[src/rtl/card_dealer.sv]
// rtl/card_dealer.sv - shoe-tracking card dealer with single-hand scoring
module card_dealer #(
  parameter  int DECKS     = 1,
  parameter  int MAX_CARDS = 11,
  localparam int DLW       = $clog2(52 * DECKS + 1),
  localparam int CW        = $clog2(4 * DECKS + 1)
) (
  input  logic           clk_i,
  input  logic           rst_i,
  input  logic [3:0]     rnd_i,
  input  logic           deal_req_i,
  input  logic           new_hand_i,
  input  logic           shuffle_i,
  output logic           busy_o,
  output logic           card_valid_o,
  output logic [3:0]     card_rank_o,
  output logic [3:0]     card_value_o,
  output logic [3:0]     card_cnt_o,
  output logic [4:0]     hand_total_o,
  output logic           hand_soft_o,
  output logic           hand_bust_o,
  output logic           hand_bj_o,
  output logic [DLW-1:0] deck_left_o,
  output logic           deck_empty_o
);

  typedef enum logic {
    ST_IDLE = 1'b0,
    ST_DRAW = 1'b1
  } state_t;

  localparam logic [CW-1:0]  RANK_FULL = CW'(4 * DECKS);
  localparam logic [DLW-1:0] SHOE_FULL = DLW'(52 * DECKS);
  localparam logic [3:0]     MAX_CNT   = 4'(MAX_CARDS);

  state_t         state_q;
  logic [CW-1:0]  rank_left_q [13];
  logic [DLW-1:0] deck_left_q;
  logic [4:0]     hard_sum_q;
  logic           ace_held_q;
  logic [3:0]     card_cnt_q;
  logic           card_valid_q;
  logic [3:0]     card_rank_q;
  logic [3:0]     card_value_q;
  logic [4:0]     hand_total_q;
  logic           hand_soft_q;
  logic           hand_bust_q;
  logic           hand_bj_q;

  logic           rank_ok;
  logic           accept;
  logic           draw_start;
  logic [3:0]     value_d;
  logic [4:0]     hard_sum_d;
  logic           ace_held_d;
  logic           soft_d;
  logic [4:0]     total_d;
  logic [3:0]     card_cnt_d;
  logic           bust_d;
  logic           bj_d;

  // Candidate card evaluation: is rnd a rank still in the shoe, and what the hand becomes if it is taken.
  always_comb begin
    rank_ok = 1'b0;
    for (int i = 0; i < 13; i++) begin
      if (rnd_i == 4'(i + 1) && rank_left_q[i] != '0) begin
        rank_ok = 1'b1;
      end
    end
    accept     = (state_q == ST_DRAW) && rank_ok;
    draw_start = (state_q == ST_IDLE) && deal_req_i && !hand_bust_q &&
                 (card_cnt_q < MAX_CNT) && (deck_left_q != '0);
    value_d    = (rnd_i >= 4'd10) ? 4'd10 : rnd_i;
    // The ace is always summed as 1 here; the +10 upgrade is decided from the new hard sum.
    hard_sum_d = hard_sum_q + {1'b0, value_d};
    ace_held_d = ace_held_q | (rnd_i == 4'd1);
    soft_d     = ace_held_d && (hard_sum_d <= 5'd11);
    total_d    = soft_d ? (hard_sum_d + 5'd10) : hard_sum_d;
    card_cnt_d = card_cnt_q + 4'd1;
    bust_d     = total_d > 5'd21;
    bj_d       = (card_cnt_d == 4'd2) && (total_d == 5'd21);
  end

  // Dealer FSM plus shoe and hand registers; reset/shuffle/new_hand override any draw in progress.
  always_ff @(posedge clk_i) begin
    if (rst_i || shuffle_i || new_hand_i) begin
      state_q      <= ST_IDLE;
      card_valid_q <= 1'b0;
      card_rank_q  <= 4'd0;
      card_value_q <= 4'd0;
      card_cnt_q   <= 4'd0;
      hard_sum_q   <= 5'd0;
      ace_held_q   <= 1'b0;
      hand_total_q <= 5'd0;
      hand_soft_q  <= 1'b0;
      hand_bust_q  <= 1'b0;
      hand_bj_q    <= 1'b0;
      if (rst_i || shuffle_i) begin
        deck_left_q <= SHOE_FULL;
        for (int i = 0; i < 13; i++) begin
          rank_left_q[i] <= RANK_FULL;
        end
      end
    end else begin
      card_valid_q <= 1'b0;
      case (state_q)
        ST_IDLE: begin
          if (draw_start) begin
            state_q <= ST_DRAW;
          end
        end
        ST_DRAW: begin
          // A rejected rnd leaves everything untouched; the next cycle simply tries again.
          if (accept) begin
            state_q      <= ST_IDLE;
            card_valid_q <= 1'b1;
            card_rank_q  <= rnd_i;
            card_value_q <= value_d;
            card_cnt_q   <= card_cnt_d;
            hard_sum_q   <= hard_sum_d;
            ace_held_q   <= ace_held_d;
            hand_total_q <= total_d;
            hand_soft_q  <= soft_d;
            hand_bust_q  <= bust_d;
            hand_bj_q    <= bj_d;
            deck_left_q  <= deck_left_q - DLW'(1);
            for (int i = 0; i < 13; i++) begin
              if (rnd_i == 4'(i + 1)) begin
                rank_left_q[i] <= rank_left_q[i] - CW'(1);
              end
            end
          end
        end
        default: state_q <= ST_IDLE;
      endcase
    end
  end

  assign busy_o       = (state_q == ST_DRAW);
  assign card_valid_o = card_valid_q;
  assign card_rank_o  = card_rank_q;
  assign card_value_o = card_value_q;
  assign card_cnt_o   = card_cnt_q;
  assign hand_total_o = hand_total_q;
  assign hand_soft_o  = hand_soft_q;
  assign hand_bust_o  = hand_bust_q;
  assign hand_bj_o    = hand_bj_q;
  assign deck_left_o  = deck_left_q;
  assign deck_empty_o = (deck_left_q == '0);

endmodule

[config.mk]
export PLATFORM = sky130hd
export DESIGN_NAME = card_dealer
export DESIGN_NICKNAME = d
export VERILOG_FILES = /design/src/rtl/card_dealer.sv
export SDC_FILE = /design/constraint.sdc
export NUM_CORES = 1
export LEC_CHECK = 0
export CAP_MARGIN = 30
export CORE_MARGIN = 2
export CORE_UTILIZATION = 25
export CTS_BUF_LIST = sky130_fd_sc_hd__clkbuf_16
export DETAILED_ROUTE_END_ITERATION = 6
export PLACE_DENSITY = 0.43
export SYNTH_ARGS = -nofsm -noshare
export SYNTH_HDL_FRONTEND = slang
export SYNTH_SLANG_ARGS = --single-unit
[constraint.sdc]
create_clock -name clk_i -period 4.49 [get_ports clk_i]
set_clock_uncertainty 0.15 [all_clocks]
set_input_delay 0.898 -clock clk_i [delete_from_list [all_inputs] [get_ports clk_i]]
set_output_delay 0.898 -clock clk_i [all_outputs]
set_load 0.005 [all_outputs]
== After elaboration in Yosys (flattened, before gate mapping) ==
Memory sizes are Yosys's and may differ from the RTL's.
Cells that the tools add are included.

* Input bits: 9
* Bits in writable memories: 39
* Word-level logic and storage cells: 212
* Memories kept: 1
* Output and inout bits: 29
* Register bits after elaboration: 34

* Reductions and logical operators: 43
* Bitwise logic cells: 15
* Equality and inequality tests: 16
* $lt $le $gt $ge: 4
* Add/subtract/negate cells: 17
* Multiplexer cells: 104

{| class="wikitable"
|+ Memory list
! memory !! words !! bits a word !! rd ports !! clocked after memory_dff !! write ports !! line !! RTL
|-
| rank_left_q || 13 || 3 || 13 || 0 || 13 || 37 || <nowiki>logic [CW-1:0] rank_left_q [13];</nowiki>
|}

{| class="wikitable"
|+ Operators with widths
! cell !! count
|-
| 2-to-1 mux 1 bit || 84
|-
| 2-to-1 mux 3 bit || 13
|-
| nonzero test 3 bit || 13
|-
| subtractor 3 x 1 -> 3 bit, second input constant || 13
|-
| equality test 4 bit, second input constant || 6
|-
| 2-to-1 mux 6 bit || 4
|-
| logical AND 1 bit || 20
|-
| equality test 4 x 3 -> 1 bit, second input constant || 4
|-
| bitwise OR 1 bit || 14
|-
| equality test 4 x 2 -> 1 bit, second input constant || 3
|-
| logical NOT 6 bit || 1
|-
| nonzero test 6 bit || 1
|-
| subtractor 6 x 1 -> 6 bit, second input constant || 1
|-
| adder 5 x 4 -> 5 bit || 1
|-
| adder 5 x 4 -> 5 bit, second input constant || 1
|-
| equality test 5 bit, second input constant || 1
|-
| > comparator 5 bit, second input constant || 1
|-
| <= comparator 5 x 4 -> 1 bit, second input constant || 1
|-
| 2-to-1 mux 5 bit || 1
|-
| adder 4 x 1 -> 4 bit, second input constant || 1
|-
| equality test 4 x 1 -> 1 bit, second input constant || 1
|-
| greater-or-equal comparator 4 bit, second input constant || 1
|-
| < comparator 4 bit, second input constant || 1
|-
| 2-to-1 mux 4 bit || 1
|-
| other kinds (9) || 11
|}

== Depth between registers and ports, before layout ==
Gate-level depths: netlist of run 1.

* Depth in word-level cells: 21
* Gate-level depth with buffers: 14
* Depth with buffers taken out: 12

== Worst setup path before layout of run 1 ==
No wires, ideal clock.

* Path type: in2reg
* Start point: in rnd_i[1]
* End point: reg hand_bj_q, in the netlist hand_bj_o
* Slack: 0.615 ns
* Path buffers: 2
* Cell stages on the path: 14
* Arrival: 3.607 ns
* Library setup time: 0.117 ns
* Data required time: 4.223 ns
* Path through: buf_6 > clkbuf_1 > o21a_1 > nor2_1 > ha_1 > inv_1 > fa_1 > xor2_1 > inv_1 > ha_1 > nor4_1 > mux2i_1 > nor2_1 > a32o_1

* Elaborated cells between the ends (all ways): 51
* Those cells by class: add/sub: 2; order compare: 2; eq/ne: 14; mux: 15; bitwise: 1; reduce/logical: 17

{| class="wikitable"
|+ RTL lines
! element !! line !! RTL
|-
| start, declared || 10 || <nowiki>input logic [3:0] rnd_i,</nowiki>
|-
| greater-or-equal comparator 4 bit * || 73 || <nowiki>value_d = (rnd_i >= 4'd10) ? 4'd10 : rnd_i;</nowiki>
|-
| 2-to-1 mux 4 bit * || 73 ||
|-
| via value_d[0] || 53 || <nowiki>logic [3:0] value_d;</nowiki>
|-
| adder 5 x 4 -> 5 bit * || 75 || <nowiki>hard_sum_d = hard_sum_q + {1'b0, value_d};</nowiki>
|-
| via hard_sum_d[2] || 54 || <nowiki>logic [4:0] hard_sum_d;</nowiki>
|-
| <= comparator 5 x 4 -> 1 bit || 77 || <nowiki>soft_d = ace_held_d && (hard_sum_d <= 5'd11);</nowiki>
|-
| logical AND 1 bit || 77 ||
|-
| 2-to-1 mux 5 bit * || 78 || <nowiki>total_d = soft_d ? (hard_sum_d + 5'd10) : hard_sum_d;</nowiki>
|-
| equality test 5 bit * || 81 || <nowiki>bj_d = (card_cnt_d == 4'd2) && (total_d == 5'd21);</nowiki>
|-
| logical AND 1 bit * || 81 ||
|-
| end signal, assigned || 125 || <nowiki>hand_bj_q <= bj_d;</nowiki>
|-
| end, declared || 48 || <nowiki>logic hand_bj_q;</nowiki>
|}

The timed path passes the listed nets; every way through them passes the cells marked *.
A chain may end at the register's enable or synchronous reset.

== Worst setup path after layout of run 1 ==
Ends and elaborated chain as after synthesis.

==> results of run 1 <==
==> where the power goes <==
part / internal (mW) / leakage [nW] / switching (mW)
clock network: 0.477 / 0.155 / 0.265
logic: 0.0525 / 1.11 / 0.0724
registers: 0.720 / 0.662 / 0.00803
==> through the flow <==
step	std cells	total power, mW	hold slack, ns	area [µm²]	setup slack, ns
after CTS	607	1.62	0.314	4790	0.393
final	607	1.60	0.314	4790	0.377
after floorplan	370	0.821	0.289	3850	0.615
after detailed placement	591	0.870	0.289	4480	0.0668
after global placement	591	0.868	0.301	4480	0.0993
after global routing	607	1.66	0.327	4790	0.117
==> cell families (layout without fill, tap and decap cells) <==
| family | count (synthesis) | after routing | synth area share |
|---|---|---|---|
| compound gates | 64 | 64 | 0.127 |
| xor+xnor | 6 | 6 | 0.0136 |
| fa+ha+maj | 36 | 36 | 0.119 |
| mux | 6 | 6 | 0.0182 |
| flops | 72 | 72 | 0.491 |
| buf+inv | 71 | 120 | 0.0770 |
| simple gates | 115 | 115 | 0.154 |
==> worst max-delay path, cell delays in order <==
cell,delay (ns)
clkdlybuf4s50_1,0.44
o21a_1,0.19
nor2_1,0.23
ha_1,0.24
inv_1,0.06
fa_1,0.40
xor2_1,0.27
inv_1,0.15
ha_1,0.22
nor4_1,0.45
mux2i_1,0.30
nor2_1,0.08
a32o_1,0.25
==> layout by cell type (no fill, tap or decap), types with 9 or more instances in the layout <==
master,synthesis,layout
clkbuf_16,0,9
nor3_1,10,10
o21a_1,9,9
edfxtp_1,45,45
buf_4,2,13
ha_1,35,35
clkdlybuf4s50_1,0,37
nand2b_1,10,10
inv_1,52,54
nand3_1,9,9
nor2_1,30,30
dfxtp_1,27,27
nand2_1,22,22
a22o_1,14,14
o21ai_0,9,9
nor4_1,9,9
==> flip-flops by register name, indices dropped and copies added, names as in the netlist, 4 cells and up <==
name / count
deck_left_o: 6
card_value_o: 4
card_cnt_o: 4
card_rank_o: 4
hand_total_o: 4
hard_sum_q: 5
rank_left_q: 39
==> final timing paths <==
path	slack, ns	endpoint	cells after the start
max	0.38	hand_bj_o	13
min	0.31	hand_total_o[4]	1
max reg2reg	1.31	rank_left_q[1][6]	9
min reg2reg	0.31	hand_total_o[4]	1
==> metal layers <==
layer  share of wire  wire [µm]
met1            0.51       4270
met2            0.44       3680
met3           0.043        360
met4          0.0091         76
met5               0          0
==> area by class of cell <==
class                      instances  area (µm²)
multi-input combinational        227        1670
fill                            1567       10400
clock buffer                       9         225
sequential                        72        1890
timing repair buffer              51         488
tap                              188         235
inverter                          53         199
clock inverter                     7        78.8
==> results by group, run 1 <==
Run status
  – Run status: finished clean

Clocking
  – Register clock-pin slew on the reported worst setup and hold paths: 0.06 ns
  – Clk Tree Root Cell: clkbuf_16
  – Number of setup buffers added after CTS: 0
  – Max Buffers Root-to-Sink: 2
  – CTS tree: built
  – H-tree depth reported by CTS: 3
  – Total clock buffers created by CTS: 9
  – Worst skew pair latency: 0.33 ns
  – Sink count of the clock tree: 72
  – Post-cts gate resize count: 0
  – CTS Hold Buffers Added: 0

Die
  – Die Wd: 128 µm
  – FP Rows: 45
  – Top-level port count: 38
  – Vertical extent of the die: 128 µm
  – Initial standard-cell utilization of the core: 0.254
  – Die area: 16,400 µm²
  – Area of the placeable core: 15,100 µm²

Min path
  – Hold Crit Class: flip-flop to flip-flop
  – Hold wc startpoint: hand_total_o[4]

Logic synthesis
  – Share of the synthesized area in the top cell type: 0.351
  – Cell with the most instances after synthesis: inv_1
  – Yosys warning total: 0
  – Gate Count Post-Synth: 370
  – Cell type with the largest total area after synthesis: edfxtp_1
  – Mean post-synth cell area: 10.4 µm²
  – Top FF cell, synth: edfxtp_1
  – Top cells by area, synth: edfxtp_1, dfxtp_1, ha_1, inv_1, a22o_1
  – Post-synth EDFFs: 45
  – Async set-reset flop share out of synthesis: 0
  – Number of distinct library cell variants in the gate-level netlist after synthesis: 60
  – Post-synthesis instance area: 3850 µm²
  – Net count after synthesis: 415
  – Flip-flop and latch count after synthesis: 72
  – Share of the yosys chip area belonging to registers: 0.491
  – Cell types with the highest counts after synthesis: inv_1, edfxtp_1, ha_1

Layout
  – # nets final: 459
  – Ratio of cells with drive above 1 in the final layout: 0.0979
  – Final standard cell utilization of the core: 0.316
  – Diodes inserted: 0
  – Synthesis-to-layout area growth: 24.3%

Timing
  – Unrepaired setup endpoints after global routing: no
  – Minimum period implied by the final worst setup slack: 4.11 ns
  – Slew at the pin closest to its max-slew limit: 0.586 ns
  – Setup TNS: 0 ns
  – Hold violation total from the final report: 0
  – Period Utilization, post-route: 0.916
  – Final count of negative-setup-slack endpoints: 0
  – Highest Clock Rate: 0.243 GHz
  – Max-Slew Margin vs Limit: 0.606
  – Total count of max-transition violations in the final report: 0

Routing
  – DRC violation count after routing: 0
  – Starting DRT DRC Count: 146
  – Detailed-route via count: 2,712
  – Via/cell ratio: 4.47
  – Antenna viol nets, final: 0
  – Detail-routed net length per standard cell: 13.8 µm
  – First drt pass iteration count: 4
  – Total Routed Length: 8390 µm

Global routing
  – Grt met3 use: 0.0351
  – Total Routing Usage GR: 0.112
  – Wire length of the first global-routing pass: 14,200 µm
  – Pin count of the biggest net entering global routing: 22
  – Global-route track usage on met2: 0.168
  – Number of antenna violations at the first check in global routing: 0
  – GR Util met1: 0.153
  – Residual overflow from global routing: 0
  – Most used routing layer in global routing: met2
  – Number of global-route vias before repair: 2,736

Worst setup path
  – Data arrival time of the critical path: 4.19 ns
  – Sort of element at the end of the critical path: flip-flop
  – Startpoint of the worst-slack reg-to-reg timing path: rank_left_q[0][9]
  – Startpoint of the most critical setup path: rnd_i[1]
  – Crit Path Category: primary input to flip-flop
  – Crit-path max FO: 5
  – Critical Path RT: 4.56 ns
  – Critical Path Source Type: primary input

Power
  – Max IR drop VDD: 153 µV
  – Pleak: 1.92 nW
  – Pwr per Cell Area: 333 nW/µm²

Run
  – Maximum capacitance violations: 0

Placement
  – Port-buffer cells: 37
  – Sum of net half-perimeters after detailed placement: 6060 µm
  – Routability congestion estimate: 0.784
No activity file was read; power rests on OpenSTA's default activity.
==> run 2, diff against run 1 <==
RECOVER_POWER = 25   (was default)
==> results by group, run 2 (synthesized netlist as in run 1, its figures left out) <==
Run status
  – Run status: finished clean

Timing
  – Unrepaired setup endpoints after global routing: no
  – Hold violation total from the final report: 0
  – Highest Clock Rate: 0.243 GHz
  – Total count of max-transition violations in the final report: 0
  – Max-Slew Margin vs Limit: 0.388
  – Setup TNS: 0 ns
  – Minimum period implied by the final worst setup slack: 4.11 ns
  – Setup ws final: 0.380 ns
  – Final count of negative-setup-slack endpoints: 0
  – Slew at the pin closest to its max-slew limit: 0.918 ns
  – Period Utilization, post-route: 0.915

Routing
  – Via/cell ratio: 4.48
  – Total Routed Length: 8380 µm
  – Antenna viol nets, final: 0
  – Detailed-route via count: 2,722
  – Detail-routed net length per standard cell: 13.8 µm
  – Starting DRT DRC Count: 124
  – First drt pass iteration count: 4
  – DRC violation count after routing: 0

Layout
  – Post-route insts no fill: 607
  – Most common cell after layout, fill and taps aside: inv_1
  – Synthesis-to-layout area growth: 24.0%
  – # nets final: 459
  – Post-Layout Inst Area: 4780 µm²
  – Largest register by flop count: rank_left_q
  – Flip-flop count of the largest register after layout: 39
  – Most used cells in the layout excluding fill and tap cells: inv_1, edfxtp_1, ha_1, nor2_1, dfxtp_1
  – Ratio of cells with drive above 1 in the final layout: 0.0907
  – Diodes inserted: 0

Worst setup path
  – Sort of element at the end of the critical path: flip-flop
  – Crit path cell chain: clkdlybuf4s50_1, o21a_1, nor2_1, ha_1, inv_1, fa_1, xor2_1, inv_1, ha_1, nor4_1, mux2i_1, nor2_1, a32o_1
  – Critical Path Source Type: primary input
  – Largest incremental delay on the critical path: 0.45 ns
  – Slowest cell on the critical path: nor4_1
  – Crit Path Category: primary input to flip-flop
  – Data arrival time of the critical path: 4.18 ns
  – Crit-path max FO: 5
  – Critical Path RT: 4.56 ns

Die
  – Die area: 16,400 µm²
  – Top-level port count: 38
  – Area of the placeable core: 15,100 µm²
  – Vertical extent of the die: 128 µm
  – Initial standard-cell utilization of the core: 0.254
  – Die Wd: 128 µm
  – FP Rows: 45

Placement
  – Dpl cells: 591
  – Setup slack after placement: 0.0668 ns
  – Sum of net half-perimeters after detailed placement: 6060 µm
  – Post-place instance area: 4480 µm²
  – Routability congestion estimate: 0.784
  – Port-buffer cells: 37

Clocking
  – Post-cts gate resize count: 0
  – CTS tree: built
  – Clk Tree Root Cell: clkbuf_16
  – CTS Hold Buffers Added: 0
  – Max Buffers Root-to-Sink: 2
  – Worst skew pair latency: 0.33 ns
  – Sink count of the clock tree: 72
  – H-tree depth reported by CTS: 3
  – Number of setup buffers added after CTS: 0
  – Register clock-pin slew on the reported worst setup and hold paths: 0.06 ns
  – Total clock buffers created by CTS: 9

Run
  – Maximum capacitance violations: 0

Global routing
  – Residual overflow from global routing: 0
  – Wire length of the first global-routing pass: 14,200 µm
  – Number of antenna violations at the first check in global routing: 0
  – Total Routing Usage GR: 0.112
  – Pin count of the biggest net entering global routing: 22
  – Number of global-route vias before repair: 2,736

Power
  – Pleak: 1.97 nW
  – Pwr per Cell Area: 333 nW/µm²
  – Max IR drop VDD: 154 µV

Min path
  – Hold Crit Class: flip-flop to flip-flop
## run 2: path summary, 6_finish.rpt
kind | startpoint | endpoint | slack (ns) | cells past startpoint
min reg2reg | hand_total_o[4] | hand_total_o[4] | 0.31 | 1
max reg2reg | rank_left_q[0][9] | rank_left_q[1][6] | 1.28 | 9
min | hand_total_o[4] | hand_total_o[4] | 0.31 | 1
max | rnd_i[1] | hand_bj_o | 0.38 | 13
## run 2: stage by stage
| step | total power [mW] | utilization | hold slack [ns] |
|---|---|---|---|
| 6_report | 1.59 | 0.315 | 0.309 |
| 4_1_cts | 1.62 | 0.316 | 0.314 |
| 5_1_grt | 1.66 | 0.315 | 0.327 |
| 2_1_floorplan | 0.821 | - | 0.289 |
| 3_3_place_gp | 0.868 | 0.296 | 0.301 |
| 3_5_place_dp | 0.870 | 0.296 | 0.289 |
## run 2: worst max-delay path, delay by kind of cell
kind            cells  cell delay, ns
xor+xnor            1            0.27
mux                 1            0.31
fa+ha+maj           3            0.86
simple gates        3            0.76
compound gates      2            0.44
buf+inv             3            0.65
## run 2: cell type report
class | instances | area, µm²
fillers | 1571 | 10400
multi-input cells | 227 | 1670
flip-flops and latches | 72 | 1890
well taps | 188 | 235
clock inverters | 7 | 78.8
repair buffers | 51 | 480
clock buffers | 9 | 225
inverters | 53 | 199
## run 2: per-layer routing
| layer | vias to the layer above | global-route usage | wire (µm) |
|---|---|---|---|
| li1 | 1401 | - | - |
| met2 | 51 | 0.168 | 3620 |
| met3 | 10 | 0.0351 | 334 |
| met4 | 0 | 0.0349 | 120 |
| met5 | - | 0 | 0 |
| met1 | 1260 | 0.153 | 4300 |
## run 2: where the power goes
group / internal [mW] / switching, mW / total [mW]
registers: 0.720 / 0.00797 / 0.728
clock network: 0.477 / 0.265 / 0.742
logic: 0.0511 / 0.0725 / 0.124
total: 1.25 / 0.346 / 1.59
